===== config.mk =====
export PLATFORM = sky130hd
export DESIGN_NAME = serial_cfg_loader_flat
export DESIGN_NICKNAME = d
export VERILOG_FILES = /design/src/rtl/serial_cfg_loader_pkg.sv /design/src/rtl/serial_cfg_loader_if.sv /design/src/rtl/serial_cfg_tick.sv /design/src/rtl/serial_cfg_loader.sv /design/src/flat_wrapper.sv
export SDC_FILE = /design/constraint.sdc
export NUM_CORES = 1
export LEC_CHECK = 0
export CORE_MARGIN = 2
export CORE_UTILIZATION = 57
export CTS_CLUSTER_SIZE = 14
export DETAILED_ROUTE_END_ITERATION = 16
export GPL_TIMING_DRIVEN = 0
export MAX_ROUTING_LAYER = met4
export PLACE_DENSITY = 0.84
export SKIP_CTS_REPAIR_TIMING = 1
export SYNTH_ARGS = -nofsm -noshare
export SYNTH_HDL_FRONTEND = slang
export SYNTH_HIERARCHICAL = 1
export SYNTH_SLANG_ARGS = --single-unit

===== constraint.sdc =====
create_clock -name clk -period 5.74 [get_ports clk]
set_clock_uncertainty 0.1 [all_clocks]
set_input_delay 0.574 -clock clk [delete_from_list [all_inputs] [get_ports clk]]
set_output_delay 0.574 -clock clk [all_outputs]
set_load 0.01 [all_outputs]

===== src/rtl/serial_cfg_loader_pkg.sv =====
// Shared types for the serial configuration loader.
//   state_t : top-level load sequencer state (idle / shifting bits / strobing)
//   phase_t : half-period of the current bit while shifting (sclk low / high)
package serial_cfg_loader_pkg;

  typedef enum logic [1:0] {
    ST_IDLE   = 2'd0,
    ST_SHIFT  = 2'd1,
    ST_STROBE = 2'd2
  } state_t;

  typedef enum logic {
    PH_LO = 1'b0,
    PH_HI = 1'b1
  } phase_t;

endpackage


===== src/rtl/serial_cfg_loader_if.sv =====
// Request/handshake bundle between the CPU/GPIO side and the loader.
//   start    : load request (master -> loader)
//   cfg_data : word to load, captured when start is accepted
//   busy     : load in progress (loader -> master)
//   done     : one-cycle completion pulse (loader -> master)
interface serial_cfg_loader_if #(
  parameter int CFG_WIDTH = 24
);
  logic                 start;
  logic [CFG_WIDTH-1:0] cfg_data;
  logic                 busy;
  logic                 done;

  modport master (output start, cfg_data, input busy, done);
  modport slave  (input start, cfg_data, output busy, done);
endinterface


===== src/rtl/serial_cfg_tick.sv =====
// Half-period divider: counts 0..CLK_DIV-1 and asserts tick on the last count.
//   clk   : block clock
//   reset : synchronous active-high reset
//   clr   : synchronous clear, holds the count at 0
//   tick  : high in the final cycle of each half-period
module serial_cfg_tick #(
  parameter int CLK_DIV = 1
) (
  input  logic clk,
  input  logic reset,
  input  logic clr,
  output logic tick
);
  localparam int DW = $clog2(CLK_DIV + 1);
  localparam logic [DW-1:0] LAST = DW'(CLK_DIV - 1);

  logic [DW-1:0] cnt;

  assign tick = (cnt == LAST);

  // Wrapping on tick restarts the count for the next half-period, so every
  // phase and state lasts exactly CLK_DIV cycles without loader involvement.
  always_ff @(posedge clk) begin
    if (reset)             cnt <= '0;
    else if (clr || tick)  cnt <= '0;
    else                   cnt <= cnt + DW'(1);
  end
endmodule


===== src/rtl/serial_cfg_loader.sv =====
// Serial configuration loader: shifts a CFG_WIDTH-bit word out on a 3-wire
// sclk/data/strobe interface, then pulses strobe to latch it.
//   clk        : block clock
//   reset      : synchronous active-high reset
//   bus        : start/cfg_data in, busy/done out (slave side)
//   cfg_sclk   : serial clock to the device
//   cfg_data_o : serial data to the device
//   cfg_strobe : latch strobe to the device
//
// state     | meaning
// ----------+------------------------------------------------------------
// ST_IDLE   | waiting for start (or the pending auto-start after reset)
// ST_SHIFT  | shifting bits; PH_LO = sclk low (data change), PH_HI = sclk high
// ST_STROBE | strobe high for STROBE_LEN half-periods
module serial_cfg_loader
  import serial_cfg_loader_pkg::*;
#(
  parameter int                   CFG_WIDTH   = 24,
  parameter int                   CLK_DIV     = 1,
  parameter bit                   LSB_FIRST   = 1'b1,
  parameter int                   STROBE_LEN  = 2,
  parameter bit                   AUTO_START  = 1'b1,
  parameter logic [CFG_WIDTH-1:0] DEFAULT_CFG = '0
) (
  input  logic                clk,
  input  logic                reset,
  serial_cfg_loader_if.slave  bus,
  output logic                cfg_sclk,
  output logic                cfg_data_o,
  output logic                cfg_strobe
);
  localparam int BW = $clog2(CFG_WIDTH);
  localparam int SW = $clog2(STROBE_LEN + 1);
  localparam logic [BW-1:0] LAST_BIT  = BW'(CFG_WIDTH - 1);
  localparam logic [SW-1:0] LAST_STRB = SW'(STROBE_LEN - 1);

  state_t               state_q, state_d;
  phase_t               phase_q, phase_d;
  logic [CFG_WIDTH-1:0] shreg_q, shreg_d;
  logic [BW-1:0]        bit_q, bit_d;
  logic [SW-1:0]        strb_q, strb_d;
  logic                 busy_q, busy_d;
  logic                 done_q, done_d;
  logic                 sclk_q, sclk_d;
  logic                 data_q, data_d;
  logic                 strobe_q, strobe_d;
  logic                 auto_q, auto_d;
  logic                 tick;
  logic [CFG_WIDTH-1:0] load_word;
  logic [CFG_WIDTH-1:0] shifted;

  function automatic logic first_bit(input logic [CFG_WIDTH-1:0] w);
    return LSB_FIRST ? w[0] : w[CFG_WIDTH-1];
  endfunction

  // Divider held cleared in IDLE so the first half-period starts aligned
  // to the acceptance edge.
  serial_cfg_tick #(.CLK_DIV(CLK_DIV)) u_tick (
    .clk   (clk),
    .reset (reset),
    .clr   (state_q == ST_IDLE),
    .tick  (tick)
  );

  assign load_word = auto_q ? DEFAULT_CFG : bus.cfg_data;
  assign shifted   = LSB_FIRST ? (shreg_q >> 1) : (shreg_q << 1);

  always_comb begin
    state_d  = state_q;
    phase_d  = phase_q;
    shreg_d  = shreg_q;
    bit_d    = bit_q;
    strb_d   = strb_q;
    busy_d   = busy_q;
    done_d   = 1'b0;
    sclk_d   = sclk_q;
    data_d   = data_q;
    strobe_d = strobe_q;
    auto_d   = 1'b0;
    unique case (state_q)
      ST_IDLE: begin
        // auto_q is only ever set for the first post-reset cycle
        if (auto_q || bus.start) begin
          state_d = ST_SHIFT;
          phase_d = PH_LO;
          shreg_d = load_word;
          bit_d   = '0;
          strb_d  = '0;
          busy_d  = 1'b1;
          sclk_d  = 1'b0;
          data_d  = first_bit(load_word);
        end
      end
      ST_SHIFT: begin
        if (tick) begin
          if (phase_q == PH_LO) begin
            phase_d = PH_HI;
            sclk_d  = 1'b1;
          end else if (bit_q == LAST_BIT) begin
            state_d  = ST_STROBE;
            phase_d  = PH_LO;
            bit_d    = '0;
            strb_d   = '0;
            sclk_d   = 1'b0;
            data_d   = 1'b0;
            strobe_d = 1'b1;
          end else begin
            phase_d = PH_LO;
            bit_d   = bit_q + BW'(1);
            sclk_d  = 1'b0;
            shreg_d = shifted;
            data_d  = first_bit(shifted);
          end
        end
      end
      ST_STROBE: begin
        if (tick) begin
          if (strb_q == LAST_STRB) begin
            state_d  = ST_IDLE;
            strb_d   = '0;
            busy_d   = 1'b0;
            strobe_d = 1'b0;
            done_d   = 1'b1;
          end else begin
            strb_d = strb_q + SW'(1);
          end
        end
      end
      default: state_d = ST_IDLE;
    endcase
  end

  always_ff @(posedge clk) begin
    if (reset) begin
      state_q  <= ST_IDLE;
      phase_q  <= PH_LO;
      shreg_q  <= '0;
      bit_q    <= '0;
      strb_q   <= '0;
      busy_q   <= 1'b0;
      done_q   <= 1'b0;
      sclk_q   <= 1'b0;
      data_q   <= 1'b0;
      strobe_q <= 1'b0;
      auto_q   <= AUTO_START;
    end else begin
      state_q  <= state_d;
      phase_q  <= phase_d;
      shreg_q  <= shreg_d;
      bit_q    <= bit_d;
      strb_q   <= strb_d;
      busy_q   <= busy_d;
      done_q   <= done_d;
      sclk_q   <= sclk_d;
      data_q   <= data_d;
      strobe_q <= strobe_d;
      auto_q   <= auto_d;
    end
  end

  assign bus.busy   = busy_q;
  assign bus.done   = done_q;
  assign cfg_sclk   = sclk_q;
  assign cfg_data_o = data_q;
  assign cfg_strobe = strobe_q;
endmodule


===== src/flat_wrapper.sv =====
// flat-port wrapper written by rule: the top's interface ports become plain ports
module serial_cfg_loader_flat import serial_cfg_loader_pkg::*;
#(
  parameter int                   CFG_WIDTH   = 24,
  parameter int                   CLK_DIV     = 1,
  parameter bit                   LSB_FIRST   = 1'b1,
  parameter int                   STROBE_LEN  = 2,
  parameter bit                   AUTO_START  = 1'b1,
  parameter logic [CFG_WIDTH-1:0] DEFAULT_CFG = '0
)
  (clk, reset, cfg_sclk, cfg_data_o, cfg_strobe, bus_start, bus_cfg_data, bus_busy, bus_done);
  serial_cfg_loader_if #(.CFG_WIDTH(CFG_WIDTH)) bus_i ();
  input  logic clk;
  input  logic reset;
  output logic cfg_sclk;
  output logic cfg_data_o;
  output logic cfg_strobe;
  input wire logic [$bits(bus_i.start)-1:0] bus_start;
  input wire logic [$bits(bus_i.cfg_data)-1:0] bus_cfg_data;
  output wire logic [$bits(bus_i.busy)-1:0] bus_busy;
  output wire logic [$bits(bus_i.done)-1:0] bus_done;
  assign bus_i.start = bus_start;
  assign bus_i.cfg_data = bus_cfg_data;
  assign bus_busy = bus_i.busy;
  assign bus_done = bus_i.done;
  serial_cfg_loader #(.CFG_WIDTH(CFG_WIDTH), .CLK_DIV(CLK_DIV), .LSB_FIRST(LSB_FIRST), .STROBE_LEN(STROBE_LEN), .AUTO_START(AUTO_START), .DEFAULT_CFG(DEFAULT_CFG)) u_core (.clk(clk), .reset(reset), .bus(bus_i), .cfg_sclk(cfg_sclk), .cfg_data_o(cfg_data_o), .cfg_strobe(cfg_strobe));
endmodule

==> results_dict.tcl <==
set metrics [dict create \
    area_delta_synth_final_pct 22.1 \
    die-area_sq_um 3950 \
    clock-root-buffer "clkbuf_4" \
    fp.dieW_um 62.9 \
    dieHeight_um 62.9 \
    dp.cells 303 \
    crit_required_ns 5.89 \
    outcome "complete, no violations" \
    num_rows 21 \
    place_area_sq_um 2340 \
    fill_cells 289 \
    ys_types 41 \
    final_cell_mix "dfxtp_1 (39), a21oi_1 (32), clkdlybuf4s50_1 (31)" \
    switching_share 0.276 \
    numCtsBuffers 5 \
    synth_fp_nets 254 \
    pwr-share-clk 0.267 \
    maxCapViolations 0 \
    drc 0 \
    ys_seq_area_frac 0.395 \
    stdcell_count 311 \
    arrival_ns 2.26 \
    period_share 0.367 \
    htreeDepth 2 \
    drive_above_1_share 0.136 \
    post-route-min-period_ns 2.11 \
    ys_seq_elements 39 \
    first_global_vias 1623 \
    insertion_delay_ns 0.34 \
    wl_um 4240 \
    grt_overflow 0 \
    drv_slew 0 \
    muxShareOfSynthArea 0 \
    wl_per_cell_um 13.6 \
    synthArstFlopShare 0 \
    num_vias 1791 \
    power_switching_uw 160 \
    criticalPathCategory "in -> reg" \
    synthAdderAreaFrac 0.00633 \
    clockBufferDepth 2 \
    cp-start-kind "input pin" \
    grt_setup_unrepaired "no" \
    layout.nets 292 \
    fmax_ghz 0.474 \
    worstMarginPinSlew_ns 0.684 \
    ff2ff_path_depth 6 \
    ir_drop_mv 0.156 \
    netlist_instances 226 \
    io_buffers 31 \
    drt_first_pass_iters 4 \
    crit_path_max_fanout 10 \
    power_frac_comb 0.215 \
    holdPathStages 2 \
    setup_viol 0 \
    internal_power_uw 421 \
    core_sq_um 3340 \
    initialDrtViolationCount 145 \
    cellLeakagePower_uw 0.000823 \
    vias_per_cell 5.76 \
    synthXorXnorAreaFrac 0 \
    yosysWarnings 6 \
    diodes 0 \
    antenna_found_initial 0 \
    final_antenna_net_count 0 \
    cellPowerDensity_nw_per_um2 241 \
    grt_pass1_wl_um 7450 \
    syn_area_sq_um 1980 \
    cts_tree "built" \
    start_util 0.592 \
    synth-compound-area-share 0.305 \
    synth_flop_cell "dfxtp_1" \
    synth_area_per_cell_sq_um 8.74 \
    grtUsageTotal 0.240 \
    hp-class "reg -> reg" \
    gp_congestion 0.863 \
    synth_edf_count 0 \
    finalSetupTns_ns 0 \
    ios 32 \
    hpwlAfterDp_um 3010 \
    synthSimpleGateAreaFrac 0.231 \
    finalHoldViolations 0 \
    layout_commonest_cell "dfxtp_1" \
    critPathCaptureType "register" \
    grt_max_degree 12 \
    synth_top_family_by_area "compound AO/OA/AOI/OAI gates" \
    relSlewSlack 0.544 \
    seqPwrFrac 0.518 \
    clock_sinks 39 \
    cts.clk_slew.worst_paths_ns 0.11 \
    design_area_sq_um 2410 \
]
==> layout make-up <==
cell class | instances | area [sq um] | area share
Multi-Input combinational cell | 163 | 1070 | 0.446
Sequential cell | 39 | 781 | 0.324
Buffer | 20 | 105 | 0.0436
Tap cell | 46 | 57.6 | 0.0239
Timing Repair Buffer | 31 | 310 | 0.129
Clock buffer | 8 | 68.8 | 0.0285
Inverter | 4 | 15.0 | 0.00622
==> power groups by stage <==
stage | Clock (uW) | Combinational [uW] | Sequential, uW
3_3_place_gp | 0 | 123 | 306
3_5_place_dp | 0 | 124 | 307
6_report | 155 | 125 | 301
5_1_grt | 173 | 139 | 304
2_1_floorplan | 0 | 85.1 | 305
4_1_cts | 160 | 125 | 301
==> flip-flops by register name (all words and copies together) (netlist names) <==
| name | cells |
|---|---|
| u_core/shreg_q | 23 |
| u_core/bit_q | 5 |
| u_core/state_q | 2 |
| u_core/strb_q | 2 |
| u_core/auto_q | 1 |
| u_core/bus.busy | 1 |
| u_core/bus.done | 1 |
| u_core/cfg_data_o | 1 |
| u_core/cfg_sclk | 1 |
| u_core/cfg_strobe | 1 |
| u_core/u_tick/cnt | 1 |
==> critical path: stages <==
cell	delay, ns
clkdlybuf4s50_1	0.54
o21bai_1	0.17
a221oi_4	0.51
buf_6	0.21
nor2_1	0.05
a211oi_2	0.19
==> metal layers <==
layer  track usage  vias up  part of all wire
li1              -      901                 -
met1         0.318      840              0.49
met2         0.364       44              0.45
met3        0.0577        6             0.045
met4        0.0694        0             0.013
met5             -        -                 0
==> final timing paths <==
path	start	end	slack [ns]
max	bus_start	u_core/shreg_q[4]	3.63
min	u_core/bus.busy	u_core/bus.busy	0.36
max reg2reg	u_core/bit_q[0]	u_core/shreg_q[4]	3.70
min reg2reg	u_core/bus.busy	u_core/bus.busy	0.36
==> through the flow <==
step	total power, uW	util	hold slack (ns)	setup WS [ns]
final	581	0.723	0.363	3.63
after global routing	615	0.723	0.396	3.52
after CTS	585	0.723	0.367	3.65
after detailed placement	431	0.702	0.351	3.30
after global placement	429	0.702	0.346	3.29
after floorplan	390	-	0.335	3.94
==> logic make-up (layout without fill, tap and decap cells) <==
group                      Yosys count  after routing
and+or+nand+nor                     83             83
AOI/OAI and AO/OA                   78             78
DFF                                 39             39
buffers and inverters               24             63
adders and majority gates            1              1
other                                1              1
==> synth_stat cells, types with 2 or more instances <==
cell	n	share of area
clkbuf_1	12	0.023
nand2b_1	4	0.013
o21ai_0	7	0.018
a211oi_1	6	0.023
buf_4	3	0.011
nor3_1	4	0.010
dfxtp_1	39	0.40
a21oi_1	32	0.081
nand2_1	9	0.017
inv_1	4	0.0076
nand3_1	3	0.0076
o21bai_1	2	0.0076
a211oi_2	17	0.11
nor2_1	29	0.055
buf_2	3	0.0076
nor2b_1	3	0.0095
a311oi_1	2	0.0089
buf_6	2	0.011
nor3b_1	23	0.087
No activity file was read; power rests on OpenSTA's default activity.
==> edit 1 (same flow settings) <==
`LSB_FIRST` is set to 1'b1 in 2 places; all go to 1'b0.
--- a/src/rtl/serial_cfg_loader.sv
+++ b/src/rtl/serial_cfg_loader.sv
@@ -18,5 +18,5 @@
   parameter int                   CFG_WIDTH   = 24,
   parameter int                   CLK_DIV     = 1,
-  parameter bit                   LSB_FIRST   = 1'b1,
+  parameter bit                   LSB_FIRST   = 1'b0,
   parameter int                   STROBE_LEN  = 2,
   parameter bit                   AUTO_START  = 1'b1,
--- a/src/flat_wrapper.sv
+++ b/src/flat_wrapper.sv
@@ -4,5 +4,5 @@
   parameter int                   CFG_WIDTH   = 24,
   parameter int                   CLK_DIV     = 1,
-  parameter bit                   LSB_FIRST   = 1'b1,
+  parameter bit                   LSB_FIRST   = 1'b0,
   parameter int                   STROBE_LEN  = 2,
   parameter bit                   AUTO_START  = 1'b1,
Formal check against the unedited RTL: same outputs for any inputs over 10 cycles, from zero or initial values and one cycle with reset high; that may be too few to reach the edited logic, so the function may still have changed.
==> edit 1 against the unedited design <==
Area after synthesis fell by 4.2%; power rose by 13%; cell count fell by 0.64%; non-clock buffer count rose by 1; via count rose by 1.5%; worst setup slack improved by 0.079 ns; cell area fell by 2.8%; critical path type is now register to primary output; core utilization rose by 3.3 points; count of clock-buffer cells in the layout fell by 2; register-to-register slack improved by 0.04 ns; routed wire length rose by 5.2%; largest power group unchanged; sequential cell count did not move.
==> edit 1: results (changes against the unedited design) <==
stage;metric;value;unit;change
synth;Primary FF master, synth;dfxtp_1;;
worst_setup_path;Critical R2R Launch;u_core/bit_q[0];;
place;GPL Wtd Cong;0.8979;;+4.1%
worst_setup_path;Largest delay share family, worst path;buffers and inverters;;
worst_setup_path;FF-to-FF path depth;6;;unchanged
final_layout;Inserted Diodes;0;;unchanged
final_layout;final net count;292;;unchanged
grt;vias in the first global route;1595;;-1.7%
hold_path;hold_sp;u_core/strb_q[1];;
run_status;status;finished, final reports clean;;
drt;drt via density;5.880;;+2.1%
worst_setup_path;crit path max-delay cell type;clkdlybuf4s50_1;;
drt;average wire per standard cell;14.42;um;+5.9%
worst_setup_path;WP data arrival;1.36;ns;-0.90 ns
clocking;CTS Buffer Depth;2;;unchanged
power_and_ir_drop;Pleak;0.9169;nW;+11%
worst_setup_path;reg2reg setup slack;3.74;ns;+0.04 ns
grt;gr usage total;25.81;%;+1.8 points
final_layout;layout cells sized above 1;10.57;%;-3.0 points
hold_path;worst min-delay path class;register to register;;
synth;Synth cell types;43;;+4.9%
worst_setup_path;crit-path max cell delay;0.57;ns;+0.03 ns
synth;top cells by area, synth;dfxtp_1 (41%), a21oi_1 (14%), a211oi_1 (9.1%);;
drt;iteration count of the initial detailed-routing pass;5;;+1
worst_setup_path;Worst Path Max Fanout;5;;-5
grt;global-route wire length before repair;7079;um;-4.9%
clocking;total CTS buffers;5;;unchanged
place;PortBufs;31;;unchanged
worst_setup_path;RR Endpoint;u_core/shreg_q[8];;
hold_path;number of cells on the worst hold path;2;;unchanged
sta;Hold WS;0.3367;ns;-0.02634 ns
place;DPL Wire Length;3035;um;+0.97%
sta;Worst Max-Slew Pin Slew;0.5237;ns;-0.1603 ns
clocking;Clock transition at path regs;0.12;ns;
grt;initial antenna violation count;0;;unchanged
sta;final hold violations;0;;unchanged
worst_setup_path;CP Launch Point;u_core/cfg_sclk;;
grt;largest net degree at the start of global routing;13;;+1
synth;sequential share of the synthesized area;41.24;%;+1.7 points
drt;DRT iter0 DRCs;151;;+4.1%
clocking;H-tree depth;2;;unchanged
final_layout;Largest regs;u_core/shreg_q: 23 flops, u_core/bit_q: 5 flops;;
synth;ys async rst share;0;%;unchanged
power_and_ir_drop;peak supply drop;0.2927;mV;+88%
worst_setup_path;Worst setup endpoint;cfg_sclk;;
hold_path;Hold Path End;u_core/strb_q[1];;
clocking;Clk Latency, worst-skew pair;0.35;ns;
synth;Post-synth top cells;a21oi_1 (54), dfxtp_1 (39), a211oi_1 (23), and3_1 (22);;
[edit 1: layout make-up]
| cell class | count | area, um^2 |
|---|---|---|
| multi-input cells | 159 | 965.9 |
| inverters | 7 | 26.28 |
| well taps | 44 | 55.05 |
| clock inverters | 2 | 35.03 |
| fillers | 274 | 758.2 |
| plain buffers | 21 | 120.1 |
| flip-flops and latches | 39 | 780.7 |
| repair buffers | 31 | 310.3 |
| clock buffers | 6 | 51.30 |
[edit 1: report_power, final]
part           switching [mW]  internal, mW
clock network          0.0912         0.103
registers              0.0146         0.297
logic                  0.0814        0.0710
[edit 1: metrics by stage]
step / area (um^2) / setup slack, ns / cells
after global routing: 2345 / 3.599 / 309
after global placement: 2258 / 3.429 / 301
after floorplan: 1893 / 3.964 / 226
after detailed placement: 2258 / 3.388 / 301
after CTS: 2345 / 3.704 / 309
final: 2345 / 3.710 / 309
[edit 1: cells by family after synthesis]
| kind of cell | count (synthesis) | share of synthesized area, % |
|---|---|---|
| buf+inv | 28 | 7.733 |
| compound gates | 95 | 31.40 |
| flops | 39 | 41.24 |
| other cells | 1 | 0.1981 |
| mux | 1 | 0.5288 |
| simple gates | 61 | 18.24 |
| fa+ha+maj | 1 | 0.6608 |
[edit 1: worst reg2reg max path: stages (launching register included)]
cell and delay [ns]:
dfxtp_1 0.40, ha_1 0.25, nand4b_1 0.29, or2_0 0.37
buf_2 0.21, a21oi_1 0.18, a211oi_1 0.07
[edit 1: metal layers]
layer	GRT usage (%)	share of wire (%)
met1	34.15	48
met5	-	0
met2	38.05	45
met4	8.511	1.1
met3	7.143	6.6
==> edit 2 (same flow settings) <==
Made on the original files. Reset style: asynchronous (`reset`), changed in 2 clocked blocks. Comments in the files are not updated.
--- a/src/rtl/serial_cfg_tick.sv
+++ b/src/rtl/serial_cfg_tick.sv
@@ -21,5 +21,5 @@
   // Wrapping on tick restarts the count for the next half-period, so every
   // phase and state lasts exactly CLK_DIV cycles without loader involvement.
-  always_ff @(posedge clk) begin
+  always_ff @(posedge clk or posedge reset) begin
     if (reset)             cnt <= '0;
     else if (clr || tick)  cnt <= '0;
--- a/src/rtl/serial_cfg_loader.sv
+++ b/src/rtl/serial_cfg_loader.sv
@@ -131,5 +131,5 @@
   end
 
-  always_ff @(posedge clk) begin
+  always_ff @(posedge clk or posedge reset) begin
     if (reset) begin
       state_q  <= ST_IDLE;
Formal check against the unedited RTL: differs if reset is asserted again (counterexample within 4 cycles, from zero or initial values and one cycle with reset high); with reset held inactive, the same outputs for 10 cycles.
==> edit 2 against the unedited design <==
Area after synthesis up 10%; routed wire length up 3.8%; cell area up 11%; non-clock buffer count down 8; sequential cell count unchanged; maximum frequency up 3.9%; worst setup slack better by 0.079 ns.
Power is not compared: it rests on default switching activity, and its combinational part moved more than twofold at a synthesized area within 25%.
==> edit 2: results (changes against the unedited design) <==
stage;metric;value;unit;change
synth;adder-cell share of the synthesized area;0.5757;%;-0.058 points
final_layout;NonClk Buf Share;14.35;%;-2.9 points
grt;global-route wire length before repair;7265;um;-2.4%
synth;Compound-Gate Fraction of Synth Area;7.196;%;-23 points
final_layout;area of the multi-input gates;1051;um^2;-2.2%
final_layout;flip-flop and latch count;39;;unchanged
clocking;Clock transition at path regs;0.08;ns;-0.03 ns
synth;Synth cell types;47;;+15%
drt;wire length on met1;1912;um;-7.5%
final_layout;layout cells sized above 1;15.25;%;+1.7 points
worst_setup_path;RR Endpoint;u_core/shreg_q[5];;
synth;syn_area_per_cell;11.03;um^2;+26%
clocking;H-tree depth;2;;unchanged
power_and_ir_drop;Pleak;1.179;nW;
worst_setup_path;WP data arrival;2.12;ns;-0.14 ns
final_layout;final net count;263;;-9.9%
final_layout;dominant kind of cell;multi-input combinational cells;;
clocking;CTS Root Cell;clkbuf_8;;
drt;drt via density;5.556;;-3.5%
run_status;status;finished, final reports clean;;
worst_setup_path;Critical R2R Launch;u_core/bit_q[0];;
synth;syn nets;225;;-11%
drt;DRT Wirelength;4396;um;+3.8%
grt;gr usage total;23.30;%;-0.72 points
grt;M3 GR Usage;5.822;%;+0.056 points
sta;Worst Max-Slew Pin Slew;0.7763;ns;+0.09227 ns
worst_setup_path;Largest delay share family, worst path;buffers and inverters;;
synth;top cells by area, synth;dfrtp_1 (44%), mux2i_1 (15%), mux2_4 (6.9%);;
drt;DR WL met2;2176;um;+13%
final_layout;multi-input gates;127;;-22%
place;DPL Wire Length;2952;um;-1.8%
synth;Post-synth top cells;dfrtp_1 (38), mux2i_1 (32), inv_1 (18), nor2b_1 (13);;
grt;GRT met2 Usage;40.40;%;+4.0 points
final_layout;Reg area;977.2;um^2;+25%
final_layout;number of non-clock inverters;19;;+15
place;GPL Wtd Cong;0.8540;;-1.0%
worst_setup_path;reg2reg setup slack;3.76;ns;+0.06 ns
worst_setup_path;crit-path max cell delay;0.46;ns;-0.08 ns
synth;ys async rst share;100.0;%;+100 points
final_layout;Non-CTS buffers;43;;-16%
synth;post-synthesis mux area share;24.76;%;+25 points
final_layout;CLK BUF;6;;-2
clocking;Clk Latency, worst-skew pair;0.30;ns;-0.04 ns
hold_path;worst min-delay path class;input pin to asynchronous set/reset pin;;
drt;WL met3;226;um;+18%
grt;largest net degree at the start of global routing;39;;+27
final_layout;Layout fillers;272;;-5.9%
place;placed cell areas;2544;um^2;+8.5%
grt;met1 global-route usage;26.13;%;-5.7 points
edit 2: cell count changes in the layout (fill, tap and decap cells not counted), moves of 10 or more:
cell and change:
nor2_1 -25, nor3b_1 -21, a211oi_2 -17, dfxtp_1 -39
mux2i_1 +32, nor2b_1 +10, a21oi_1 -30, mux2_4 +10
inv_1 +13, dfrtp_1 +38
edit 2: through the flow:
| stage | worst slack, ns | hold slack [ns] | util, % | cells | total power [mW] |
|---|---|---|---|---|---|
| 2_1_floorplan | 3.953 | 0.2027 | - | 197 | 0.6183 |
| 3_3_place_gp | 3.354 | 0.3767 | 69.48 | 276 | 0.6981 |
| 3_5_place_dp | 3.395 | 0.3792 | 69.48 | 276 | 0.7107 |
| 4_1_cts | 3.711 | 0.3402 | 73.10 | 284 | 0.9851 |
| 5_1_grt | 3.577 | 0.3819 | 73.10 | 284 | 1.028 |
| 6_report | 3.710 | 0.3473 | 73.10 | 284 | 0.9813 |
